<file path="src/rtl/adaptive_filter_mode_ctrl.sv">
// ============================================================================
//  Module   : adaptive_filter_mode_ctrl
//  Purpose  : Sequences filter mode switches (flush with zeros, reset, apply
//             new mode) and forwards filter output with tail marking.
//  Revision : 1.0
// ============================================================================
`default_nettype none

module adaptive_filter_mode_ctrl #(
   parameter int FLUSH_LEN  = 4,
   parameter int RST_CYCLES = 2,
   parameter bit INIT_MODE  = 1'b0
) (
   input  logic        clk,
   input  logic        srst,
   input  logic        mode_req_valid,
   input  logic        mode_req,
   output logic        mode_req_ready,
   input  logic [13:0] s_tdata,
   input  logic        s_tvalid,
   output logic        s_tready,
   output logic [13:0] f_tdata,
   output logic        f_tvalid,
   output logic        f_ctrl,
   output logic        f_srst,
   input  logic [13:0] f_m_tdata,
   input  logic        f_m_tvalid,
   output logic [13:0] m_tdata,
   output logic        m_tvalid,
   output logic        m_tlast,
   output logic        mode_cur,
   output logic        busy,
   output logic [7:0]  switch_cnt
);

   localparam logic [1:0] c_ST_RUN   = 2'd0;
   localparam logic [1:0] c_ST_FLUSH = 2'd1;
   localparam logic [1:0] c_ST_RESET = 2'd2;

   localparam bit         c_HAS_FLUSH = (FLUSH_LEN != 0);
   localparam logic [7:0] c_FLUSH_LD  = c_HAS_FLUSH ? 8'(FLUSH_LEN - 1) : 8'd0;
   localparam logic [3:0] c_RST_LD    = 4'(RST_CYCLES - 1);

   logic [1:0]  r_state;
   logic [1:0]  w_state_nxt;
   logic [7:0]  r_flush_cnt;
   logic [3:0]  r_rst_cnt;
   logic        r_mode_cur;
   logic        r_mode_tgt;
   logic [7:0]  r_switch_cnt;
   logic        r_flush_d1;
   logic        r_last_d1;
   logic [13:0] r_m_tdata;
   logic        r_m_tvalid;
   logic        r_m_tlast;

   logic        w_req_fire;
   logic        w_switch;
   logic        w_flush_last;
   logic        w_rst_last;

   assign w_req_fire   = mode_req_valid & mode_req_ready;
   assign w_switch     = w_req_fire & (mode_req != r_mode_cur);
   assign w_flush_last = (r_state == c_ST_FLUSH) && (r_flush_cnt == 8'd0);
   assign w_rst_last   = (r_state == c_ST_RESET) && (r_rst_cnt == 4'd0);

   // State register
   always_ff @(posedge clk) begin
      if (srst) begin
         r_state <= c_ST_RUN;
      end else begin
         r_state <= w_state_nxt;
      end
   end

   // Next-state logic
   always_comb begin
      w_state_nxt = r_state;
      case (r_state)
         c_ST_RUN: begin
            if (w_switch) begin
               w_state_nxt = c_HAS_FLUSH ? c_ST_FLUSH : c_ST_RESET;
            end
         end
         c_ST_FLUSH: begin
            if (w_flush_last) begin
               w_state_nxt = c_ST_RESET;
            end
         end
         c_ST_RESET: begin
            if (w_rst_last) begin
               w_state_nxt = c_ST_RUN;
            end
         end
         default: w_state_nxt = c_ST_RUN;
      endcase
   end

   // Output logic
   always_comb begin
      s_tready       = 1'b0;
      mode_req_ready = 1'b0;
      f_tvalid       = 1'b0;
      f_tdata        = 14'd0;
      case (r_state)
         c_ST_RUN: begin
            s_tready       = 1'b1;
            mode_req_ready = 1'b1;
            f_tvalid       = s_tvalid;
            f_tdata        = s_tdata;
         end
         c_ST_FLUSH: begin
            f_tvalid = 1'b1;
         end
         default: begin
            f_tvalid = 1'b0;
         end
      endcase
   end

   assign f_srst = srst | (r_state == c_ST_RESET);
   assign busy   = (r_state != c_ST_RUN);
   assign f_ctrl = r_mode_cur;

   // Mode and cycle counters; the new mode goes live on the first RESET cycle.
   always_ff @(posedge clk) begin
      if (srst) begin
         r_flush_cnt  <= 8'd0;
         r_rst_cnt    <= 4'd0;
         r_mode_cur   <= INIT_MODE;
         r_mode_tgt   <= INIT_MODE;
         r_switch_cnt <= 8'd0;
      end else begin
         case (r_state)
            c_ST_RUN: begin
               if (w_switch) begin
                  r_mode_tgt  <= mode_req;
                  r_flush_cnt <= c_FLUSH_LD;
                  r_rst_cnt   <= c_RST_LD;
                  if (!c_HAS_FLUSH) begin
                     r_mode_cur <= mode_req;
                  end
               end
            end
            c_ST_FLUSH: begin
               if (r_flush_cnt != 8'd0) begin
                  r_flush_cnt <= r_flush_cnt - 8'd1;
               end else begin
                  r_mode_cur <= r_mode_tgt;
               end
            end
            c_ST_RESET: begin
               if (r_rst_cnt != 4'd0) begin
                  r_rst_cnt <= r_rst_cnt - 4'd1;
               end else begin
                  r_switch_cnt <= r_switch_cnt + 8'd1;
               end
            end
            default: begin
               r_flush_cnt <= 8'd0;
            end
         endcase
      end
   end

   // Flush flags lag one cycle to line up with the filter's output latency.
   always_ff @(posedge clk) begin
      if (srst) begin
         r_flush_d1 <= 1'b0;
         r_last_d1  <= 1'b0;
         r_m_tdata  <= 14'd0;
         r_m_tvalid <= 1'b0;
         r_m_tlast  <= 1'b0;
      end else begin
         r_flush_d1 <= (r_state == c_ST_FLUSH);
         r_last_d1  <= w_flush_last;
         r_m_tvalid <= f_m_tvalid;
         r_m_tlast  <= f_m_tvalid & r_flush_d1 & r_last_d1;
         if (f_m_tvalid) begin
            r_m_tdata <= f_m_tdata;
         end
      end
   end

   assign m_tdata    = r_m_tdata;
   assign m_tvalid   = r_m_tvalid;
   assign m_tlast    = r_m_tlast;
   assign mode_cur   = r_mode_cur;
   assign switch_cnt = r_switch_cnt;

endmodule

`default_nettype wire
</file>
<file path="config.mk">
export PLATFORM = sky130hd
export DESIGN_NAME = adaptive_filter_mode_ctrl
export DESIGN_NICKNAME = d
export VERILOG_FILES = /design/src/rtl/adaptive_filter_mode_ctrl.sv
export SDC_FILE = /design/constraint.sdc
export NUM_CORES = 1
export LEC_CHECK = 0
export BUFFER_PORTS_ARGS = -buffer_cell sky130_fd_sc_hd__buf_2
export CAP_MARGIN = 20
export CORE_MARGIN = 10
export CORE_UTILIZATION = 35
export CTS_CLUSTER_DIAMETER = 30
export DETAILED_ROUTE_END_ITERATION = 10
export PLACE_DENSITY_LB_ADDON = 0.2
export SETUP_SLACK_MARGIN = 0.5
export SLEW_MARGIN = 20
export SYNTH_ARGS = -nofsm -noshare
export SYNTH_HDL_FRONTEND = slang
export SYNTH_SLANG_ARGS = --single-unit
</file>
<file path="constraint.sdc">
create_clock -name clk -period 4.05 [get_ports clk]
set_input_delay 0.81 -clock clk [delete_from_list [all_inputs] [get_ports clk]]
set_output_delay 0.81 -clock clk [all_outputs]
set_load 0.05 [all_outputs]
</file>
==> key figures <==
Run status
  – Status: finished, final reports clean

Critical path
  – CP max stage cell: nor2_1
  – Worst setup EP type: output port
  – CP required: 3240 ps
  – Delay-heaviest family, CP: simple AND/OR/NAND/NOR gates
  – Critical path's largest stage delay: 620 ps
  – R2R setup slack: 2160 ps
  – WP data arrival: 1890 ps
  – Maximum fanout along the worst path: 17
  – WP buf/inv: 1
  – WS Path Type: reg -> out
  – Element type at the critical path start: register
  – Crit-path cells: nor2_1 -> and2_1 -> buf_2

CTS
  – H-tree level count: 2
  – Inserted Clock Buffers: 5
  – CTS Sinks: 42
  – Clk buf depth: 2
  – CTS tree: done
  – Post-CTS Setup Bufs: 0
  – Root Driver: clkbuf_8
  – PostCTS Resize Cnt: 0
  – Post-CTS Hold Buffers: 0
  – Worst-path clk slew: 80 ps
  – Clock latency on the worst-skew pair: 300 ps

Route
  – DRT antenna net count: 0
  – Total Wirelength: 4808 um
  – DRC: 0
  – Initial DRC Count: 89
  – Via Count: 1,754
  – Wire per inst: 13.10 um
  – DR vias/cell: 4.779
  – Drt pass-1 iters: 4

Timing
  – Max-slew headroom: 53.92%
  – Setup violations, final: 0
  – Final min period: 2699 ps
  – Slew Limit Fails: 0
  – Tcrit/Tclk final: 66.64%
  – Setup TNS: 0 ps
  – Skew final: 5.955 ps
  – RSZ-0062 raised after global routing: no
  – Max Clock Freq: 370.5 MHz
  – Fin Hold WS: 457.2 ps
  – Final hold vios: 0
  – Worst-Margin Slew: 688.7 ps

Finish
  – Diodes inserted: 0
  – Leading cell types in the layout, fill and taps excluded: buf_2, dfxtp_1, nor2_1, mux2i_1, and2_1
  – Most common cell after layout, fill and taps aside: buf_2
  – Final core occ: 45.06%
  – Share of cells above drive strength 1: 32.54%
  – Nets: 332
  – Area growth syn-to-layout: 25.51%

Place
  – Number of port buffers: 78
  – Detailed Place HPWL: 3656 um
  – Routability cong.: 0.7818

Die
  – Effective utilization at floorplan: 35.90%
  – DIE AREA: 9054 um^2
  – Site row count: 27
  – CORE AREA: 5507 um^2
  – Die X: 95.16 um
  – Die height: 95.16 um
  – I/O pins: 79

Synth
  – Mapped Area: 1977 um^2
  – Cells after synthesis: 223
  – Number of flops mapped to enable cells by yosys: 0
  – Unique masters post-synth: 42
  – Syn avg cell area: 8.865 um^2
  – Post-synthesis register bit count: 42
  – Seq/Total Area, Yosys: 42.53%
  – Synth Warn #: 0
  – Post-synth ARST share: 0%
  – Mapped Nets: 261
  – Top FF cell, synth: dfxtp_1

Global routing
  – Tot GR Track Use: 10.46%
  – First-pass GRT wire length: 7707 um
  – Initial antenna violation count: 0
  – Vias in the first global route: 1,687
  – Largest net degree at the start of global routing: 39
  – Congestion Overflow GR: 0

Power
  – Worst ir drop on vdd: 0.2302 mV
  – Leakage power: 1.156 nW
  – PwrDens: 414.7 nW/um^2

Min path
  – Min-delay worst type: reg -> reg

Job
  – Max-cap viol count: 0
==> final cells by class <==
type	count	area, um^2
clock buffers	5	68.82
clock inverters	3	21.27
fillers	541	3025
inverters	8	30.03
multi-input cells	159	1040
flip-flops and latches	42	840.8
well taps	72	90.09
repair buffers	78	390.4
==> stage by stage <==
step           cells  setup WS (ps)  total power (W)  area [um^2]
3_5_place_dp     359           1398        0.0007702         2391
3_3_place_gp     359           1405        0.0007694         2391
2_1_floorplan    223           1301        0.0007047         1977
4_1_cts          367           1308         0.001046         2481
5_1_grt          367           1106         0.001088         2481
6_report         367           1351         0.001029         2481
==> layer usage <==
layer,wire length [um],vias to the layer above,track usage (%)
met1,1970,766,11.85
met3,637,7,6.363
li1,-,912,-
met2,2129,69,15.45
met4,70,0,4.613
met5,0,-,0
==> logic make-up after synthesis <==
logic type                 Yosys count  share of synthesized area [%]
and+or+nand+nor                    108                          29.75
DFF                                 42                          42.53
AOI/OAI and AO/OA                   23                          8.671
buffers and inverters               22                          4.873
muxes                               16                          8.101
xor gates and xnor gates             8                          3.544
adders and majority gates            4                          2.532
==> final timing paths <==
check	start	end	cells after the start
max reg2reg	r_flush_cnt[1]$_SDFFE_PP0P_	r_flush_cnt[1]$_SDFFE_PP0P_	6
min	r_flush_d1$_SDFF_PP0_	m_tlast$_SDFF_PP0_	1
max	r_state[0]$_SDFFE_PP0P_	f_tdata[5]	3
min reg2reg	r_flush_d1$_SDFF_PP0_	m_tlast$_SDFF_PP0_	1
==> Yosys cell counts (2+ instances only) <==
master | instances | area, um^2
dfxtp_1 | 42 | 840.8
nor2_1 | 31 | 116.4
mux2i_1 | 16 | 160.2
and2_1 | 15 | 93.84
nand2_1 | 10 | 37.54
nand4_1 | 10 | 62.56
inv_1 | 8 | 30.03
nor3_1 | 8 | 40.04
a21oi_1 | 7 | 35.03
nand3_1 | 7 | 35.03
clkbuf_1 | 6 | 22.52
buf_2 | 5 | 25.02
o21ai_0 | 5 | 25.02
or4_1 | 5 | 37.54
ha_1 | 4 | 50.05
nor2b_1 | 4 | 25.02
or3_1 | 4 | 25.02
xnor2_1 | 4 | 35.03
xor2_1 | 4 | 35.03
nor4_1 | 3 | 18.77
a31oi_1 | 2 | 12.51
buf_4 | 2 | 15.01
nand2b_1 | 2 | 12.51
==> power breakdown <==
group | switching [W] | total, W | internal (W)
logic | 0.000212 | 0.000302 | 0.0000901
clock network | 0.000149 | 0.000270 | 0.000121
registers | 0.0000221 | 0.000457 | 0.000435
total | 0.000383 | 0.00103 | 0.000646
==> flip-flops by register name, summed over array words and instances, names as in the netlist <==
signal	count
f_ctrl	1
m_tdata	14
m_tlast	1
m_tvalid	1
r_flush_cnt	8
r_flush_d1	1
r_last_d1	1
r_mode_tgt	1
r_rst_cnt	4
r_state	2
switch_cnt	8
(Power assumes the default switching activity.)
